### config.mk
export PLATFORM = sky130hd
export DESIGN_NAME = syncfifo_wm_flat
export DESIGN_NICKNAME = d
export VERILOG_FILES = /design/src/rtl/syncfifo_wm_if.sv /design/src/rtl/syncfifo_wm_outreg.sv /design/src/rtl/syncfifo_wm.sv /design/src/flat_wrapper.sv
export SDC_FILE = /design/constraint.sdc
export NUM_CORES = 1
export LEC_CHECK = 0
export CORE_ASPECT_RATIO = 1.75
export CORE_MARGIN = 4
export CORE_UTILIZATION = 30
export DETAILED_ROUTE_END_ITERATION = 8
export PLACE_DENSITY = 0.52
export SYNTH_ARGS = -nofsm -noshare
export SYNTH_HDL_FRONTEND = slang
export SYNTH_SLANG_ARGS = --single-unit
### constraint.sdc
create_clock -name clk -period 5.5 [get_ports clk]
set_input_delay 1.1 -clock clk [delete_from_list [all_inputs] [get_ports clk]]
set_output_delay 1.1 -clock clk [all_outputs]
set_load 0.01 [all_outputs]
### src/rtl/syncfifo_wm_if.sv
// Write/read handshake and status bundle shared by syncfifo_wm and its neighbours.
// The master side pushes and pops; the slave side is the FIFO itself.
interface syncfifo_wm_if #(
  parameter int WID = 32
);
  logic           vldin;
  logic [WID-1:0] din;
  logic           readout;
  logic [WID-1:0] dout;
  logic           full;
  logic           almost_full;
  logic           empty;
  logic           almost_empty;
  logic [15:0]    count;
  logic [15:0]    max_count;
  logic           overflow;
  logic           underflow;

  modport master (
    output vldin, din, readout,
    input  dout, full, almost_full, empty, almost_empty,
           count, max_count, overflow, underflow
  );

  modport slave (
    input  vldin, din, readout,
    output dout, full, almost_full, empty, almost_empty,
           count, max_count, overflow, underflow
  );
endinterface

### src/rtl/syncfifo_wm_outreg.sv
// Output register stage for syncfifo_wm: holds the head entry in a flop so dout
// has no array read in its path. valid marks whether the held word is live.
module syncfifo_wm_outreg #(
  parameter int WID = 32
) (
  input  logic           clk,
  input  logic           rst_n,
  input  logic           softreset,
  input  logic           load,
  input  logic           pop,
  input  logic [WID-1:0] d,
  output logic [WID-1:0] q,
  output logic           valid
);
  always_ff @(posedge clk or negedge rst_n) begin
    if (!rst_n) begin
      valid <= 1'b0;
    end else if (softreset) begin
      valid <= 1'b0;
    end else if (load) begin
      valid <= 1'b1;
    end else if (pop) begin
      valid <= 1'b0;
    end
  end

  // Data is qualified by valid, so it never needs a reset value.
  always_ff @(posedge clk) begin
    if (load) q <= d;
  end
endmodule

### src/rtl/syncfifo_wm.sv
// Single-clock FIFO with almost-full/almost-empty watermarks, sticky error flags,
// a high-water-mark monitor and an optional registered (fall-through) output.
module syncfifo_wm #(
  parameter int WID      = 32,
  parameter int DEPTH    = 8,
  parameter int AWID     = $clog2(DEPTH),
  parameter int REGOUT   = 0,
  parameter int AF_LEVEL = DEPTH - 2,
  parameter int AE_LEVEL = 2
) (
  input  logic         clk,
  input  logic         rst_n,
  input  logic         softreset,
  input  logic         clr_err,
  syncfifo_wm_if.slave f
);
  localparam int              CWID     = $clog2(DEPTH + 1);
  localparam logic [CWID-1:0] DEPTH_C  = CWID'(DEPTH);
  localparam logic [CWID-1:0] AF_C     = CWID'(AF_LEVEL);
  localparam logic [CWID-1:0] AE_C     = CWID'(AE_LEVEL);
  localparam logic [AWID-1:0] LAST_PTR = AWID'(DEPTH - 1);

  logic [WID-1:0]  mem [DEPTH];
  logic [AWID-1:0] wptr;
  logic [AWID-1:0] rptr;
  logic [CWID-1:0] cnt;
  logic [CWID-1:0] cnt_next;
  logic [CWID-1:0] max_q;
  logic            ovf_q;
  logic            udf_q;
  logic            full_int;
  logic            empty_int;
  logic            wr_acc;
  logic            rd_acc;
  logic            arr_pop;
  logic [WID-1:0]  dout_int;

  // DEPTH need not be a power of two, so the wrap is an explicit compare.
  function automatic logic [AWID-1:0] ptr_inc(input logic [AWID-1:0] p);
    return (p == LAST_PTR) ? '0 : p + AWID'(1);
  endfunction

  assign full_int = (cnt == DEPTH_C);
  assign wr_acc   = f.vldin && !full_int;
  assign rd_acc   = f.readout && !empty_int;

  // NOTE: every signal driven in always_comb gets a default first so no path
  // leaves it unassigned, which would otherwise infer a latch.
  always_comb begin
    cnt_next = cnt;
    case ({wr_acc, rd_acc})
      2'b10:   cnt_next = cnt + CWID'(1);
      2'b01:   cnt_next = cnt - CWID'(1);
      default: cnt_next = cnt;
    endcase
  end

  // NOTE: sequential state uses non-blocking assignments so every flop samples
  // pre-edge values regardless of statement order.
  always_ff @(posedge clk or negedge rst_n) begin
    if (!rst_n) begin
      wptr  <= '0;
      rptr  <= '0;
      cnt   <= '0;
      max_q <= '0;
      ovf_q <= 1'b0;
      udf_q <= 1'b0;
    end else if (softreset) begin
      wptr  <= '0;
      rptr  <= '0;
      cnt   <= '0;
      max_q <= '0;
      ovf_q <= 1'b0;
      udf_q <= 1'b0;
    end else begin
      if (wr_acc)  wptr <= ptr_inc(wptr);
      if (arr_pop) rptr <= ptr_inc(rptr);
      cnt <= cnt_next;
      // A new error in the same cycle as clr_err keeps the flag set.
      ovf_q <= (f.vldin && full_int)    || (ovf_q && !clr_err);
      udf_q <= (f.readout && empty_int) || (udf_q && !clr_err);
      if (clr_err) begin
        max_q <= cnt;
      end else if (cnt_next > max_q) begin
        max_q <= cnt_next;
      end
    end
  end

  // NOTE: the storage array has no reset; its contents are only observed after
  // a write, so a reset would only cost routing and reset fan-out.
  always_ff @(posedge clk) begin
    if (wr_acc) mem[wptr] <= f.din;
  end

  generate
    if (REGOUT != 0) begin : g_regout
      logic ovalid;
      logic arr_nonempty;
      logic load;

      // Array occupancy is cnt minus the entry parked in the output register.
      assign arr_nonempty = (cnt != CWID'(ovalid));
      assign load         = (!ovalid || rd_acc) && arr_nonempty;
      assign arr_pop      = load;
      assign empty_int    = !ovalid;

      syncfifo_wm_outreg #(
        .WID (WID)
      ) u_outreg (
        .clk       (clk),
        .rst_n     (rst_n),
        .softreset (softreset),
        .load      (load),
        .pop       (rd_acc),
        .d         (mem[rptr]),
        .q         (dout_int),
        .valid     (ovalid)
      );
    end else begin : g_comb
      assign arr_pop   = rd_acc;
      assign empty_int = (cnt == '0);
      assign dout_int  = mem[rptr];
    end
  endgenerate

  assign f.dout         = dout_int;
  assign f.full         = full_int;
  assign f.empty        = empty_int;
  assign f.almost_full  = (cnt >= AF_C);
  assign f.almost_empty = (cnt <= AE_C);
  assign f.count        = 16'(cnt);
  assign f.max_count    = 16'(max_q);
  assign f.overflow     = ovf_q;
  assign f.underflow    = udf_q;
endmodule

### src/flat_wrapper.sv
// flat-port wrapper written by rule: the top's interface ports become plain ports
module syncfifo_wm_flat 
#(
  parameter int WID      = 32,
  parameter int DEPTH    = 8,
  parameter int AWID     = $clog2(DEPTH),
  parameter int REGOUT   = 0,
  parameter int AF_LEVEL = DEPTH - 2,
  parameter int AE_LEVEL = 2
)
  (clk, rst_n, softreset, clr_err, f_vldin, f_din, f_readout, f_dout, f_full, f_almost_full, f_empty, f_almost_empty, f_count, f_max_count, f_overflow, f_underflow);
  syncfifo_wm_if #(.WID(WID)) f_i ();
  input  logic clk;
  input  logic rst_n;
  input  logic softreset;
  input  logic clr_err;
  input wire logic [$bits(f_i.vldin)-1:0] f_vldin;
  input wire logic [$bits(f_i.din)-1:0] f_din;
  input wire logic [$bits(f_i.readout)-1:0] f_readout;
  output wire logic [$bits(f_i.dout)-1:0] f_dout;
  output wire logic [$bits(f_i.full)-1:0] f_full;
  output wire logic [$bits(f_i.almost_full)-1:0] f_almost_full;
  output wire logic [$bits(f_i.empty)-1:0] f_empty;
  output wire logic [$bits(f_i.almost_empty)-1:0] f_almost_empty;
  output wire logic [$bits(f_i.count)-1:0] f_count;
  output wire logic [$bits(f_i.max_count)-1:0] f_max_count;
  output wire logic [$bits(f_i.overflow)-1:0] f_overflow;
  output wire logic [$bits(f_i.underflow)-1:0] f_underflow;
  assign f_i.vldin = f_vldin;
  assign f_i.din = f_din;
  assign f_i.readout = f_readout;
  assign f_dout = f_i.dout;
  assign f_full = f_i.full;
  assign f_almost_full = f_i.almost_full;
  assign f_empty = f_i.empty;
  assign f_almost_empty = f_i.almost_empty;
  assign f_count = f_i.count;
  assign f_max_count = f_i.max_count;
  assign f_overflow = f_i.overflow;
  assign f_underflow = f_i.underflow;
  syncfifo_wm #(.WID(WID), .DEPTH(DEPTH), .AWID(AWID), .REGOUT(REGOUT), .AF_LEVEL(AF_LEVEL), .AE_LEVEL(AE_LEVEL)) u_core (.clk(clk), .rst_n(rst_n), .softreset(softreset), .clr_err(clr_err), .f(f_i));
endmodule
* Word-level counts from Yosys, hierarchy flattened
Memory sizes are Yosys's and may differ from the RTL's.
Cells that the tools add are included.
** Word-level totals
- Bits in registers :: 16
- Bits in writable memories :: 256
- Memories :: 1
** Operators by class
- Add/sub/neg operators :: 4
- Magnitude comparators :: 3
- Eq/ne operators :: 5
- Mux-type cells :: 15
- Reductions and logical operators :: 15
** Memories
- u_core.mem :: words 8, bits a word 32, read ports 1, clocked after Yosys merged registers in 0, write ports 1, RTL line syncfifo_wm.sv:23 : logic [WID-1:0] mem [DEPTH];
** Operators by type and width (number)
- $mux 3 :: 6
- $mux 4 :: 4
- $pmux 4 s2 :: 1
- $add 3x1->3 const B :: 2
- $eq 3x3->1 const B :: 2
- $logic_and 1x1->1 :: 6
- $add 4x1->4 const B :: 1
- $eq 4x4->1 const B :: 1
- $ge 4x3->1 const B :: 1
- $gt 4x4->1 :: 1
- $le 4x2->1 const B :: 1
- $logic_not 4->1 :: 1
- $mux 1 :: 4
- $reduce_bool 2->1 :: 2
- $sub 4x1->4 const B :: 1
- $logic_not 1->1 :: 3
- $reduce_bool 3->1 :: 1
- $eq 2x1->1 const B :: 1
- $eq 2x2->1 const B :: 1
- $logic_or 1x1->1 :: 2

* Longest topological paths before layout
Gate-level depths: netlist of the first run.
- Word-level depth :: 9
- Mapped depth :: 15
- Gate-level depth less buffers :: 14

* Least setup slack after synthesis of the first run
Ideal clock, no wire load.
- Path kind :: input -> register
- Start :: in f_vldin
- End :: mem u_core.mem[0][0] (enable)
- Library setup time :: 0.502 ns
- Arrival :: 4.373 ns
- Data required time :: 4.998 ns
- Path slack :: 0.625 ns
- Stages on the path :: 2
- Buffers on the path :: 0
- Cell sequence :: nand2_1 > nor4_1
** On the way
- Cells in the longest elaborated chain, start to end :: 3
** Ends and longest elaborated chain
- from (decl) :: RTL line flat_wrapper.sv:17 : input wire logic [$bits(f_i.vldin)-1:0] f_vldin;
- $logic_and 1x1->1 :: RTL line syncfifo_wm.sv:44 : assign wr_acc = f.vldin && !full_int;
- $mux 1 :: RTL line syncfifo_wm.sv:93 : if (wr_acc) mem[wptr] <= f.din;
- $mux 1 (implied by the code) :: RTL line syncfifo_wm.sv:93
- to (decl) :: RTL line syncfifo_wm.sv:23
Every way passes these cells.

* Worst setup path in the final report of the first run
- Start :: reg u_core.rptr[0]
- End :: out f_dout[7]
** On the way
- Cells in the longest elaborated chain, start to end :: 1
** Ends and longest elaborated chain
- from (decl) :: RTL line syncfifo_wm.sv:25 : logic [AWID-1:0] rptr;
- from (signal assigned) :: RTL line syncfifo_wm.sv:77 : if (arr_pop) rptr <= ptr_inc(rptr);
- $mem_v2 8x32
- to (decl) :: RTL line flat_wrapper.sv:20 : output wire logic [$bits(f_i.dout)-1:0] f_dout;
Every way passes these cells.

==> flow_metrics.py, run 1 <==
metrics = {
    "run_status": {
        "status": "complete, no violations",
    },
    "place": {
        "dp_hpwl_mm": 13.94,
        "dp_cells": 1066,
        "io_buffers": 83,
        "gp_congestion": 0.7697,
    },
    "grt": {
        "grt_pass1_wl_mm": 35.34,
        "track_usage_pct": 11.61,
        "use_met3_pct": 1.848,
        "grt_busiest_layer": "met2",
        "grt_pass1_vias": 5699,
        "antenna_found_initial": 1,
        "grtUsageMet1_pct": 13.37,
        "grt_use_met2_pct": 21.98,
        "grt_max_degree": 67,
        "grt-ovfl-total": 0,
    },
    "finish": {
        "areaGrowthSynthToFinish_pct": 20.16,
        "ff_latch_area_um2": 8097,
        "fill_cells": 3358,
        "fin_cells": 1111,
        "nets": 671,
        "post-route-util_pct": 36.42,
        "multi_input_area_um2": 2618,
        "drive_above_1_share_pct": 25.78,
    },
    "clock_tree": {
        "cts_tree": "built",
        "clock_latency_ps": 530,
        "cts_buffers": 25,
        "cts_buffer_depth": 3,
        "cts_hold_buf": 0,
        "cts_resized": 0,
        "htreeDepth": 1,
        "clock-sinks": 272,
        "cts_setup_buffers": 0,
        "root_buffer": "clkbuf_16",
        "clk_pin_slew_ps": 60,
    },
    "yosys": {
        "synth.distinct_cells": 37,
        "yosys.area.top_type": "edfxtp_1",
        "ys_seq_elements": 272,
        "syn-cell-area_um2": 10890,
        "synthMuxAreaShare_pct": 16.93,
        "synth_flop_cell": "edfxtp_1",
        "yosysWarnings": 0,
        "synth_edf_count": 256,
        "synth_top_area_share_pct": 70.62,
        "synthesis.instances": 525,
        "synth_xor_area_share_pct": 0.7241,
        "synth.area.top_cells": "edfxtp_1 (71%), mux4_2 (13%), dfrtp_1 (3.7%), mux2_2 (3.3%), buf_4 (1.7%)",
        "synth_fa_ha_area_share_pct": 1.149,
        "synth.avg_cell_area_um2": 20.73,
        "synthArstFlopShare_pct": 5.882,
        "synth-simple-area-share_pct": 2.448,
        "synth_top_family_by_area": "multiplexers",
        "synth_compound_area_share_pct": 1.517,
        "ys_seq_area_share_pct": 74.30,
    },
    "setup_path": {
        "critPathKind": "flip-flop to output pin",
        "required_ps": 4400,
        "endpoint_kind": "output pin",
        "cp_max_fo": 36,
        "start_kind": "flip-flop",
        "crit_arrival_ps": 3150,
    },
    "die": {
        "row_count": 92,
        "io_pins": 108,
        "fp.dieArea_um2": 39520,
        "die-width_um": 152.0,
        "core_um2": 35910,
        "start_util_pct": 30.31,
        "die_h_um": 260.0,
    },
    "worst_hold_path": {
        "worstHoldPathType": "flip-flop to flip-flop",
    },
    "sta": {
        "fin_skew_ps": 26.22,
        "maxSlewViolCount": 0,
        "min_period_ps": 4253,
        "min_period_over_period_pct": 77.34,
        "setup_viol": 0,
        "clock.fmax_ghz": 0.2351,
        "max_slew_margin_pct": 23.20,
        "tightest_slew_ps": 1152,
        "hold_viol": 0,
        "tns_ps": 0,
        "rsz0062_at_grt": "false",
        "fin_hold_ws_ps": 524.8,
    },
    "drt": {
        "viasPerCell": 4.653,
        "detail-route-antenna-nets": 0,
        "drtIter0Drc": 255,
        "totalWireLength_mm": 23.15,
        "drc_errors": 0,
        "routedWlPerCell_um": 20.84,
        "vias": 5169,
        "firstDrtPassIters": 6,
    },
    "job": {
        "max_cap_violations": 0,
    },
    "power": {
        "vdd_drop_max_v": 0.0002390,
        "power-per-cell-area_nw_per_um2": 422.6,
        "power.leakage_nw": 4.173,
    },
}
==> Yosys cell counts (2+ instances only) <==
cell type and count:
nand2b_1 3, a211oi_1 2, xor2_1 3, buf_1 4, inv_1 7, a21oi_1 11, nor2_1 17, o31ai_1 4
buf_4 24, nor3_1 7, nor3b_1 2, ha_1 10, nor2b_1 5, nor4_1 2, mux2_2 32, buf_2 6
nand2_1 12, clkbuf_1 14, mux2i_1 3, xnor2_1 6, mux4_2 64, dfrtp_1 16, nand3_1 2, edfxtp_1 256
==> through the flow <==
| stage | total power [mW] | setup slack [ps] | instance area [um^2] |
|---|---|---|---|
| finish | 5.528 | 1247 | 13080 |
| floorplan | 3.377 | 625.0 | 10970 |
| global placement | 3.898 | 988.4 | 12280 |
| global route | 5.811 | 1009 | 13080 |
| detailed placement | 3.919 | 880.0 | 12280 |
| CTS | 5.631 | 1095 | 13080 |
==> final cells by class <==
type | instances | area share (%)
Sequential cell | 272 | 61.90
Multi-Input combinational cell | 220 | 20.01
Timing Repair Buffer | 97 | 7.251
Clock buffer | 25 | 4.783
Tap cell | 470 | 4.496
Clock inverter | 19 | 1.339
Inverter | 7 | 0.2009
Antenna cell | 1 | 0.01913
==> flip-flops by register name (all words and copies together) (netlist names) <==
name                cells
u_core.rptr             3
u_core.f.overflow       1
u_core.mem            256
u_core.wptr             3
u_core.f.underflow      1
u_core.cnt              4
u_core.max_q            4
==> cell families (layout without fill, tap and decap cells) <==
group,after synthesis,after routing
DFF,272,272
muxes,100,100
buffers and inverters,56,148
and+or+nand+nor,54,54
AOI/OAI and AO/OA,23,23
adders and majority gates,10,10
xor gates and xnor gates,9,9
other,1,25
==> placed cells by master, fill, tap and decap left out, drive strengths merged <==
cell type,count
a21oi,11
edfxtp,256
a211oi,2
nor2,17
clkinvlp,4
nand2,12
mux4,64
bufinv,2
dfrtp,16
nand2b,4
mux2i,3
nand3,2
conb,24
inv,11
xor2,3
xnor2,6
nor2b,5
clkinv,9
o41ai,1
a22oi,1
diode,1
nand4,1
o31ai,5
or4b,1
mux2,33
clkbuf,25
nor4,2
buf,14
clkdlybuf4s50,83
o21ai,2
ha,10
nor3,8
nor3b,2
a21o,1
==> worst paths after layout <==
check | startpoint | endpoint | slack, ps | cells past startpoint
min in group asynchronous | rst_n | u_core.wptr[1] | 1010 | 1
max in group asynchronous | rst_n | u_core.rptr[0] | 3940 | 1
min reg2reg | u_core.max_q[1] | u_core.max_q[1] | 520 | 2
min | u_core.max_q[1] | u_core.max_q[1] | 520 | 2
max | u_core.rptr[0] | f_dout[7] | 1250 | 4
max reg2reg | u_core.cnt[2] | u_core.max_q[2] | 1620 | 13
==> worst max-delay path: stages, from the launching register on <==
cell	delay, ps
dfrtp_4	860
buf_12	380
mux4_2	540
mux2_2	320
clkdlybuf4s50_1	500
==> routing by layer <==
layer | part of all wire, % | wire [um]
met1 | 39 | 9079
met2 | 55 | 12660
met3 | 3.8 | 885
met4 | 2.3 | 524
met5 | 0 | 0
==> power by group <==
part / internal, mW / total (mW) / switching, mW
clock network: 0.937 / 1.69 / 0.753
registers: 2.38 / 2.55 / 0.164
logic: 0.735 / 1.29 / 0.553
No activity file was read; power rests on OpenSTA's default activity.
==> run 2: changes to the inputs <==
--- a/config.mk
+++ b/config.mk
@@ -9,7 +9,7 @@
 export CORE_MARGIN = 4
 export CORE_UTILIZATION = 30
 export DETAILED_ROUTE_END_ITERATION = 8
-export PLACE_DENSITY = 0.52
+export PLACE_DENSITY = 0.54
 export SYNTH_ARGS = -nofsm -noshare
 export SYNTH_HDL_FRONTEND = slang
 export SYNTH_SLANG_ARGS = --single-unit
==> constraint.sdc (replaced) <==
create_clock -name clk -period 3.4 [get_ports clk]
set_input_delay 0.68 -clock clk [delete_from_list [all_inputs] [get_ports clk]]
set_output_delay 0.68 -clock clk [all_outputs]
set_load 0.01 [all_outputs]
==> run 2 against run 1 <==
Via count grew 0.70%. Register-to-register slack lost 1300 ps. Largest cell class unchanged. Sequential cell count is the same.
==> flow_metrics.py, run 2 (same netlist as run 1, synthesis figures left out) <==
metrics = {
    "sta": {
        "hold_viol": 0,
        "rsz0062_at_grt": "false",
        "tightest_slew_ps": 768.2,
        "min_period_ps": 3294,
        "fin_hold_ws_ps": 542.3,
        "setup_ws_ps": 105.6,
        "setup_viol": 0,
        "maxSlewViolCount": 0,
        "max_slew_margin_pct": 48.63,
        "min_period_over_period_pct": 96.89,
        "tns_ps": 0,
        "fin_skew_ps": 12.67,
        "clock.fmax_ghz": 0.3035,
    },
    "drt": {
        "totalWireLength_mm": 22.89,
        "vias": 5205,
        "firstDrtPassIters": 4,
        "viasPerCell": 4.566,
        "drtIter0Drc": 282,
        "drc_errors": 0,
        "routedWlPerCell_um": 20.08,
        "detail-route-antenna-nets": 0,
    },
    "finish": {
        "finalInstanceArea_um2": 13410,
        "fin_cells": 1140,
        "post-route-util_pct": 37.33,
        "mostFrequentLayoutCell": "edfxtp_1",
        "layout_common_cells": "edfxtp_1 (256), clkdlybuf4s50_1 (73), mux4_2 (64)",
        "largest_reg_flops": 256,
        "nets": 701,
        "biggestRegsByFlops": "u_core.mem x256, u_core.cnt x4, u_core.max_q x4",
        "diodes": 0,
        "drive_above_1_share_pct": 29.10,
        "areaGrowthSynthToFinish_pct": 23.17,
        "regMostFlops": "u_core.mem",
    },
    "grt": {
        "grt_pass1_wl_mm": 34.43,
        "grt_max_degree": 39,
        "grt-ovfl-total": 0,
        "track_usage_pct": 11.47,
        "grt_pass1_vias": 5717,
        "antenna_found_initial": 1,
    },
    "clock_tree": {
        "htreeDepth": 1,
        "clock_latency_ps": 520,
        "clk_pin_slew_ps": 70,
        "cts_buffer_depth": 3,
        "clock-sinks": 272,
        "root_buffer": "clkbuf_16",
        "cts_tree": "built",
        "cts_buffers": 24,
    },
    "place": {
        "io_buffers": 83,
        "dp_cells": 1085,
        "gp_congestion": 0.7984,
        "placed_area_um2": 12510,
        "dp_slack_ps": -323.3,
        "dp_hpwl_mm": 14.35,
    },
    "worst_hold_path": {
        "worstHoldPathType": "flip-flop to flip-flop",
    },
    "setup_path": {
        "crit_buf_inv": 2,
        "critical_path.top_delay_family": "multiplexers",
        "cp_max_fo": 9,
        "crit_path_top_delay_cell": "dfrtp_4",
        "crit_arrival_ps": 2610,
        "cp_cell_sequence": "buf_4 -> mux4_2 -> mux2_2 -> clkdlybuf4s50_1",
        "critPathKind": "flip-flop to output pin",
        "start_kind": "flip-flop",
        "cp_slowest_stage_delay_ps": 570,
        "required_ps": 2720,
        "endpoint_kind": "output pin",
    },
    "power": {
        "power.leakage_nw": 4.372,
        "power_mw": 9.176,
        "power-per-cell-area_nw_per_um2": 684.4,
        "vdd_drop_max_v": 0.0004791,
    },
    "die": {
        "die-width_um": 152.0,
        "die_h_um": 260.0,
        "core_um2": 35910,
        "row_count": 92,
        "start_util_pct": 30.31,
        "fp.dieArea_um2": 39520,
        "io_pins": 108,
    },
    "job": {
        "max_cap_violations": 0,
    },
    "run_status": {
        "status": "complete, no violations",
    },
}
==> run 2: changes by cell type in the layout (fill, tap and decap cells not counted), sizes merged <==
| cell | delta |
|---|---|
| buf | +30 |
| bufinv | +1 |
| dlygate4sd2 | +10 |
| clkinv | +2 |
| clkinvlp | -3 |
| inv | -3 |
| clkdlybuf4s50 | -10 |
| diode | -1 |
| clkbuf | +3 |
==> run 2: worst paths after layout <==
path	cells past startpoint	slack, ps	end	start
max	4	110	f_dout[27]	u_core.rptr[0]
min	2	540	u_core.max_q[3]	u_core.max_q[3]
max reg2reg	14	330	u_core.max_q[2]	u_core.cnt[1]
min reg2reg	2	540	u_core.max_q[3]	u_core.max_q[3]
max in group asynchronous	1	2220	u_core.rptr[1]	rst_n
min in group asynchronous	1	600	u_core.f.underflow	rst_n
==> run 2: final cells by class <==
class / instances / area (um^2)
Multi-Input combinational cell: 220 / 2638
Inverter: 7 / 26.28
Sequential cell: 272 / 8099
Clock buffer: 27 / 633.1
Fill cell: 3317 / 22510
Tap cell: 470 / 588.1
Timing Repair Buffer: 128 / 1269
Clock inverter: 16 / 155.1
==> run 2: power breakdown <==
group	total [mW]	internal, mW	leakage (nW)	switching, mW
registers	4.01	3.86	2.53	0.149
clock network	2.72	1.57	0.389	1.15
logic	2.45	1.37	1.45	1.08
==> run 2: routing by layer <==
metal	GRT usage [%]	vias up	share of wire, %	wire [um]
met2	22.40	127	57	13060
met3	2.264	30	4.7	1066
met4	3.599	2	2.0	457
li1	-	2330	-	-
met5	0	-	0.031	7
met1	12.30	2716	36	8298
==> run 2: repair_timing <==
item                       CTS  global route
pin swaps                    0             1
setup buffers                2             9
setup endpoints to repair   25            18
hold buffers                 0             0
gates resized for setup     10             2
gates cloned                 0             1
==> run 2: worst register-to-register path, cell delays in order, from the launching register on <==
cell	delay, ps
dfrtp_1	490
o41ai_4	400
inv_1	100
ha_1	230
a22oi_1	240
xnor2_1	110
nor2_1	150
xor2_1	190
ha_1	280
a21oi_1	150
o21ai_0	110
a211oi_2	220
buf_4	180
nand2_1	70
o31ai_2	60
==> run 3: changes to the inputs <==
--- a/config.mk
+++ b/config.mk
@@ -5,6 +5,7 @@
 export SDC_FILE = /design/constraint.sdc
 export NUM_CORES = 1
 export LEC_CHECK = 0
+export ABC_CLOCK_PERIOD_IN_PS = 3400
 export CORE_ASPECT_RATIO = 1.75
 export CORE_MARGIN = 4
 export CORE_UTILIZATION = 30
==> results of run 3 <==
Same layout as run 2: the final DEF is identical, and so are final timing and power.
